File: config.mk
export PLATFORM = sky130hd
export DESIGN_NAME = irq_controller
export DESIGN_NICKNAME = d
export VERILOG_FILES = /design/src/rtl/irq_controller.sv
export SDC_FILE = /design/constraint.sdc
export NUM_CORES = 1
export LEC_CHECK = 0
export CORE_ASPECT_RATIO = 0.75
export CORE_MARGIN = 2
export CORE_UTILIZATION = 35
export CTS_CLUSTER_SIZE = 12
export DETAILED_ROUTE_END_ITERATION = 6
export PLACE_DENSITY = 0.89
export SYNTH_ARGS = -nofsm -noshare
export SYNTH_HDL_FRONTEND = slang
export SYNTH_SLANG_ARGS = --single-unit
File: constraint.sdc
create_clock -name clk_i -period 2.12 [get_ports clk_i]
set_clock_uncertainty 0.2 [all_clocks]
set_input_delay 0.318 -clock clk_i [delete_from_list [all_inputs] [get_ports clk_i]]
set_output_delay 0.318 -clock clk_i [all_outputs]
set_load 0.05 [all_outputs]
File: src/rtl/irq_controller.sv
// Interrupt controller: masks N_IRQ level requests with mie, arbitrates, presents int_o/mcause_o, acks on mret.
// Latency: int_o rises 1 cycle after a source becomes eligible; irq_ack_o pulses 1 cycle after int_rst_i in ACTIVE.
// Backpressure: a serviced source stays blocked until its level drops; no preemption while a handler is active.
// Ports: clk_i/rstn (async active-low), irq_req_i[N_IRQ], mie_i[32], int_rst_i -> int_o, mcause_o[32], irq_ack_o[N_IRQ].
// Build option: define IRQ_ROUND_ROBIN_EN for rotating priority (search starts after the last serviced id);
// otherwise fixed priority with the lowest index winning.
module irq_controller #(
    parameter int N_IRQ = 16
) (
    input  logic             clk_i,
    input  logic             rstn,
    input  logic [N_IRQ-1:0] irq_req_i,
    input  logic [31:0]      mie_i,
    input  logic             int_rst_i,
    output logic             int_o,
    output logic [31:0]      mcause_o,
    output logic [N_IRQ-1:0] irq_ack_o
);

    typedef enum logic [1:0] {
        IDLE   = 2'd0,
        ACTIVE = 2'd1,
        ACK    = 2'd2
    } state_t;

    state_t             state;
    state_t             state_nxt;
    logic [N_IRQ-1:0]   blocked;
    logic [N_IRQ-1:0]   eligible;
    logic [N_IRQ-1:0]   ack_vec;
    logic [31:0]        elig_ext;
    logic [4:0]         id;
    logic [4:0]         winner;
    logic [4:0]         cand;
    logic               found;
    logic               unused_mie;

    // Mask bits above N_IRQ have no source behind them.
    assign unused_mie = ^mie_i;

    assign eligible = irq_req_i & mie_i[N_IRQ-1:0] & ~blocked;
    // Widened so the arbiter can index with a full 5-bit id for any N_IRQ.
    assign elig_ext = 32'(eligible);

`ifdef IRQ_ROUND_ROBIN_EN
    logic [4:0] last_id;
    logic [5:0] base;
    logic [5:0] sum;

    always_comb begin
        if (last_id == 5'(N_IRQ - 1)) begin
            base = 6'd0;
        end else begin
            base = {1'b0, last_id} + 6'd1;
        end
    end

    always_ff @(posedge clk_i or negedge rstn) begin
        if (!rstn) begin
            last_id <= 5'(N_IRQ - 1);
        end else if (state == ACK) begin
            last_id <= id;
        end
    end
`endif

    // First eligible source in search order wins.
    always_comb begin
        winner = '0;
        found  = 1'b0;
        cand   = '0;
`ifdef IRQ_ROUND_ROBIN_EN
        sum    = '0;
`endif
        for (int i = 0; i < N_IRQ; i++) begin
`ifdef IRQ_ROUND_ROBIN_EN
            sum = base + 6'(i);
            if (sum >= 6'(N_IRQ)) begin
                sum = sum - 6'(N_IRQ);
            end
            cand = sum[4:0];
`else
            cand = 5'(i);
`endif
            if (!found && elig_ext[cand]) begin
                winner = cand;
                found  = 1'b1;
            end
        end
    end

    always_comb begin
        state_nxt = state;
        case (state)
            IDLE:    if (found) state_nxt = ACTIVE;
            // int_rst_i is only honoured once the FSM is already in ACTIVE.
            ACTIVE:  if (int_rst_i) state_nxt = ACK;
            ACK:     state_nxt = IDLE;
            default: state_nxt = IDLE;
        endcase
    end

    always_ff @(posedge clk_i or negedge rstn) begin
        if (!rstn) begin
            state    <= IDLE;
            id       <= '0;
            mcause_o <= '0;
            blocked  <= '0;
        end else begin
            state   <= state_nxt;
            // Set on ack, but a low level always clears: a source that already
            // dropped during ACK may re-raise immediately.
            blocked <= (blocked | ack_vec) & irq_req_i;
            if (state == IDLE && found) begin
                id       <= winner;
                mcause_o <= {1'b1, 26'b0, winner};
            end
        end
    end

    always_comb begin
        ack_vec = '0;
        for (int k = 0; k < N_IRQ; k++) begin
            ack_vec[k] = (state == ACK) && (id == 5'(k));
        end
    end

    assign irq_ack_o = ack_vec;
    assign int_o     = (state == ACTIVE);

endmodule
== Word-level counts from Yosys, hierarchy flattened ==
Cells that the tools add are included.
Widths: inputs -> output; s select.

* Bits in registers: 29
* Input bits: 51
* Output and inout port bits: 49
* Logic and storage cells: 112

* Equal/unequal tests: 19
* Muxes and demuxes: 34
* Bitwise logic cells: 5
* Reduce and logical (&&, ||, !) cells: 50

{| class="wikitable"
|+ Operators by type and width
! cell !! number
|-
| $mux 5 || 13
|-
| $and 16x16->16 || 3
|-
| $eq 5x4->1 const B || 8
|-
| $logic_and 1x1->1 || 32
|-
| $eq 5x3->1 const B || 4
|-
| $mux 1 || 17
|-
| $not 16->16 || 1
|-
| $or 16x16->16 || 1
|-
| $logic_not 1->1 || 15
|-
| $eq 5x2->1 const B || 2
|-
| $mux 2 || 3
|-
| $eq 5x1->1 const B || 1
|-
| $logic_not 5->1 || 1
|-
| $ne 2x2->1 const B || 2
|-
| $pmux 2 s2 || 1
|-
| $eq 2x1->1 const B || 1
|-
| $eq 2x2->1 const B || 1
|-
| $logic_not 2->1 || 1
|-
| $reduce_and 2->1 || 1
|}

== Longest topological paths before layout ==
* Depth in word-level cells: 50
* Gate-level depth with buffers: 5
* Depth with buffers taken out: 5

== Worst setup path before layout ==
OpenSTA, ideal clock, no wires.

* Path kind: flip-flop to output port
* Start point: register id[2]
* End point: output port irq_ack_o[0]
* Data arrival time: 2,179 ps
* Required time: 1,602 ps
* Slack: -577 ps
* Cell stages (with the launch flop): 3
* Buffers on the path: 0
* Path through: dfrtp_1 or3_1 nor3_1

* Longest elaborated chain between the ends: 2

{| class="wikitable"
|+ Ends and longest elaborated chain
! item !! RTL line !! text
|-
| start: declaration || 32 || <nowiki>logic [4:0] id;</nowiki>
|-
| start signal: assignment || 115 || <nowiki>id <= winner;</nowiki>
|-
| $logic_not 5->1 || 124 || <nowiki>ack_vec[k] = (state == ACK) && (id == 5'(k));</nowiki>
|-
| $logic_and 1x1->1 || 124 ||
|-
| end: declaration || 17 || <nowiki>output logic [N_IRQ-1:0] irq_ack_o</nowiki>
|}

No other way between the ends.

== Final worst setup path ==
* Start point: register state[0]
* End point: output port irq_ack_o[0]

* Longest elaborated chain between the ends: 2

{| class="wikitable"
|+ Ends and longest elaborated chain
! item !! RTL line !! text
|-
| start: declaration || 26 || <nowiki>state_t state;</nowiki>
|-
| start signal: assignment || 110 || <nowiki>state <= state_nxt;</nowiki>
|-
| $eq 2x2->1 || 124 ||
|-
| $logic_and 1x1->1 || 124 ||
|}

No other way between the ends.

==> flow_metrics.env <==
export IMPL_total_leakage_power_nw=1.03
export IMPL_fp_dieH_um=59.2
export IMPL_syn_area_per_cell_um2=9.55
export IMPL_grt_max_degree=24
export IMPL_yosys_top_cells_area="dfrtp_1 40%, buf_4 14%, o21a_1 9.0%"
export IMPL_sw_frac_of_total=0.472
export IMPL_rr_worst_depth=5
export IMPL_track_usage=0.166
export IMPL_drt_pass1_iter_count=4
export IMPL_grt_pass1_wl_mm=5.89
export IMPL_status="complete, no violations"
export IMPL_r2r_setup_slack_ns=0.24
export IMPL_netlist_instances=149
export IMPL_tightest_slew_ns=0.502
export IMPL_ys_seq_elements=23
export IMPL_p_sw_mw=0.901
export IMPL_synth_edf_count=0
export IMPL_worst_setup_path_type="reg2out"
export IMPL_grt_overflow=0
export IMPL_io_pins=100
export IMPL_worstSetupEndpointType="primary output"
export IMPL_path_clk_slew_ns=0.09
export IMPL_cp_start_kind="register"
export IMPL_slew_headroom=0.664
export IMPL_rsz0062_at_grt="true"
export IMPL_fin_nets=274
export IMPL_ys_types=31
export IMPL_internal_power_mw=1.01
export IMPL_worstPathRequired_ns=1.60
export IMPL_vias=1298
export IMPL_n_fill_cell=344
export IMPL_clock_fmax_mhz=479
export IMPL_totalWireLength_mm=3.89
export IMPL_clk_latency_ns=0.27
export IMPL_place_detailed_hpwl_mm=3.22
export IMPL_via_per_inst=4.69
export IMPL_antenna_found_initial=0
export IMPL_diodes=0
export IMPL_cts_hold_buffers_added=0
export IMPL_setup_violations=0
export IMPL_fp_dieArea_um2=4600
export IMPL_cts_root_buffer="clkbuf_8"
export IMPL_cts_tree="built"
export IMPL_r2r_end="mcause_o[31]$_DFFE_PN0P_"
export IMPL_async_flop_share=1.00
export IMPL_crit_arrival_ns=1.57
export IMPL_irDropWorstVdd_uv=797
export IMPL_area_growth_pct=63.9
export IMPL_clock_sinks=23
export IMPL_die_width_um=77.6
export IMPL_io_buffers=56
export IMPL_combPwrFrac=0.535
export IMPL_cts_max_level=1
export IMPL_finalSetupTns_ns=0
export IMPL_reg2reg_from="blocked[6]$_DFF_PN0_"
export IMPL_drive_gt1_frac=0.279
export IMPL_cts_buffers_inserted=3
export IMPL_finalMaxSlewViolations=0
export IMPL_p_per_area_nw_per_um2=819
export IMPL_power_frac_seq=0.316
export IMPL_dominantRegCellSynth="dfrtp_1"
export IMPL_finalHoldViolations=0
export IMPL_drt_initial_drc_count=69
export IMPL_synth_most_common_cell="buf_4"
export IMPL_gp_congestion=0.879
export IMPL_post_route_drc_count=0
export IMPL_p_clk_frac=0.149
export IMPL_synth_commonest_cells="27 x buf_4, 23 x dfrtp_1, 19 x nor2_1"
export IMPL_period_minus_slack_ns=2.09
export IMPL_maxCapViolCount=0
export IMPL_synth_warning_count=0
export IMPL_ant_nets=0
export IMPL_start_util=0.358
export IMPL_clk_path_buf_depth=2
export IMPL_power_mw=1.91
export IMPL_ys_seq_area_frac=0.405
export IMPL_placementRows=20
export IMPL_core_area_um2=3980
export IMPL_synth_area_leader_cell="dfrtp_1"
export IMPL_yosysTopAreaCellShare=0.405
export IMPL_finalCritPeriodShare=0.984
export IMPL_mappedNetlistArea_um2=1420
export IMPL_hp_class="in2async"
export IMPL_worstPathMaxFanout=4
export IMPL_wl_per_cell_um=14.0
export IMPL_first_global_vias=1267
==> what timing repair did <==
item                       4_1_cts  5_1_grt
setup endpoints to repair        4        9
resized for setup                5        6
pin swaps                        0        2
setup buffers                    1        0
==> cells in the final DEF (no fill, tap or decap), types with 2 or more instances in the layout <==
master	instances
dfrtp_1	23
inv_1	2
and3b_1	6
a2bb2oi_1	4
nor3_4	3
nand2b_1	3
nand3b_1	9
buf_12	16
nor2_1	8
clkdlybuf4s50_1	35
o21ai_0	2
o21a_1	17
nand2_1	9
nor2_2	10
buf_4	19
clkbuf_8	3
conb_1	27
a21oi_1	3
==> sequential cells by signal, indices dropped and copies added, names as in the netlist <==
signal	cells
id	3
mcause_o	2
state	2
blocked	16
==> final cells by class <==
type	count	area, um2	area share
clock buffer	3	41.3	0.0177
tap	55	68.8	0.0295
multi-input combinational	123	821	0.352
inverter	2	7.51	0.00322
sequential	23	576	0.247
clock inverter	1	5.00	0.00215
timing repair buffer	70	813	0.349
==> through the flow <==
| step | instances | utilization | setup WS [ns] | hold slack (ns) | cell area (um2) |
|---|---|---|---|---|---|
| floorplan | 175 | - | -0.199 | -0.178 | 1570 |
| global placement | 272 | 0.562 | -0.119 | 0.260 | 2240 |
| detailed placement | 272 | 0.562 | -0.180 | 0.257 | 2240 |
| CTS | 277 | 0.580 | 0.00619 | 0.210 | 2310 |
| global route | 277 | 0.586 | -0.0271 | 0.235 | 2330 |
| finish | 277 | 0.586 | 0.0337 | 0.202 | 2330 |
==> worst max-delay path by stage <==
| stage | cells past startpoint | from | slack [ns] | to |
|---|---|---|---|---|
| 3_3_place_gp | 6 | irq_req_i[6] | -0.12 | mcause_o[31]$_DFFE_PN0P_ |
| 2_1_floorplan | 2 | id[2]$_DFFE_PN0P_ | -0.20 | irq_ack_o[1] |
| 3_5_place_dp | 6 | irq_req_i[6] | -0.18 | mcause_o[31]$_DFFE_PN0P_ |
| 4_1_cts | 4 | state[0]$_DFFE_PN0P_ | 0.006 | irq_ack_o[0] |
| 5_1_grt | 4 | state[0]$_DFFE_PN0P_ | -0.03 | irq_ack_o[0] |
| 6_report | 4 | state[0]$_DFFE_PN0P_ | 0.03 | irq_ack_o[0] |
==> metal layers <==
layer  share of wire  vias to the layer above  track usage
met4          0.0046                        0       0.0128
li1                -                      618            -
met3           0.058                        2       0.0457
met1            0.45                      624        0.222
met2            0.49                       54        0.284
met5               0                        -            0
==> logic make-up (layout without fill, tap and decap cells) <==
family	after synthesis	in the layout	synth area share
flops	23	23	0.405
simple gates	61	61	0.259
buf+inv	29	76	0.148
other cells	1	27	0.00264
compound gates	35	35	0.186
==> worst max-delay path, stage by stage (launching register included) <==
cell and delay, ns:
dfrtp_1 0.40, nand2b_4 0.15, or3_4 0.38, nor3_4 0.19
buf_12 0.17
==> power by group through the flow <==
| stage | Sequential [mW] | Clock, mW | Combinational [mW] |
|---|---|---|---|
| floorplan | 0.750 | 0 | 0.507 |
| global placement | 0.595 | 0 | 0.962 |
| detailed placement | 0.601 | 0 | 0.973 |
| CTS | 0.594 | 0.289 | 0.991 |
| global route | 0.619 | 0.306 | 1.07 |
| finish | 0.604 | 0.284 | 1.02 |
(Power assumes the default switching activity.)
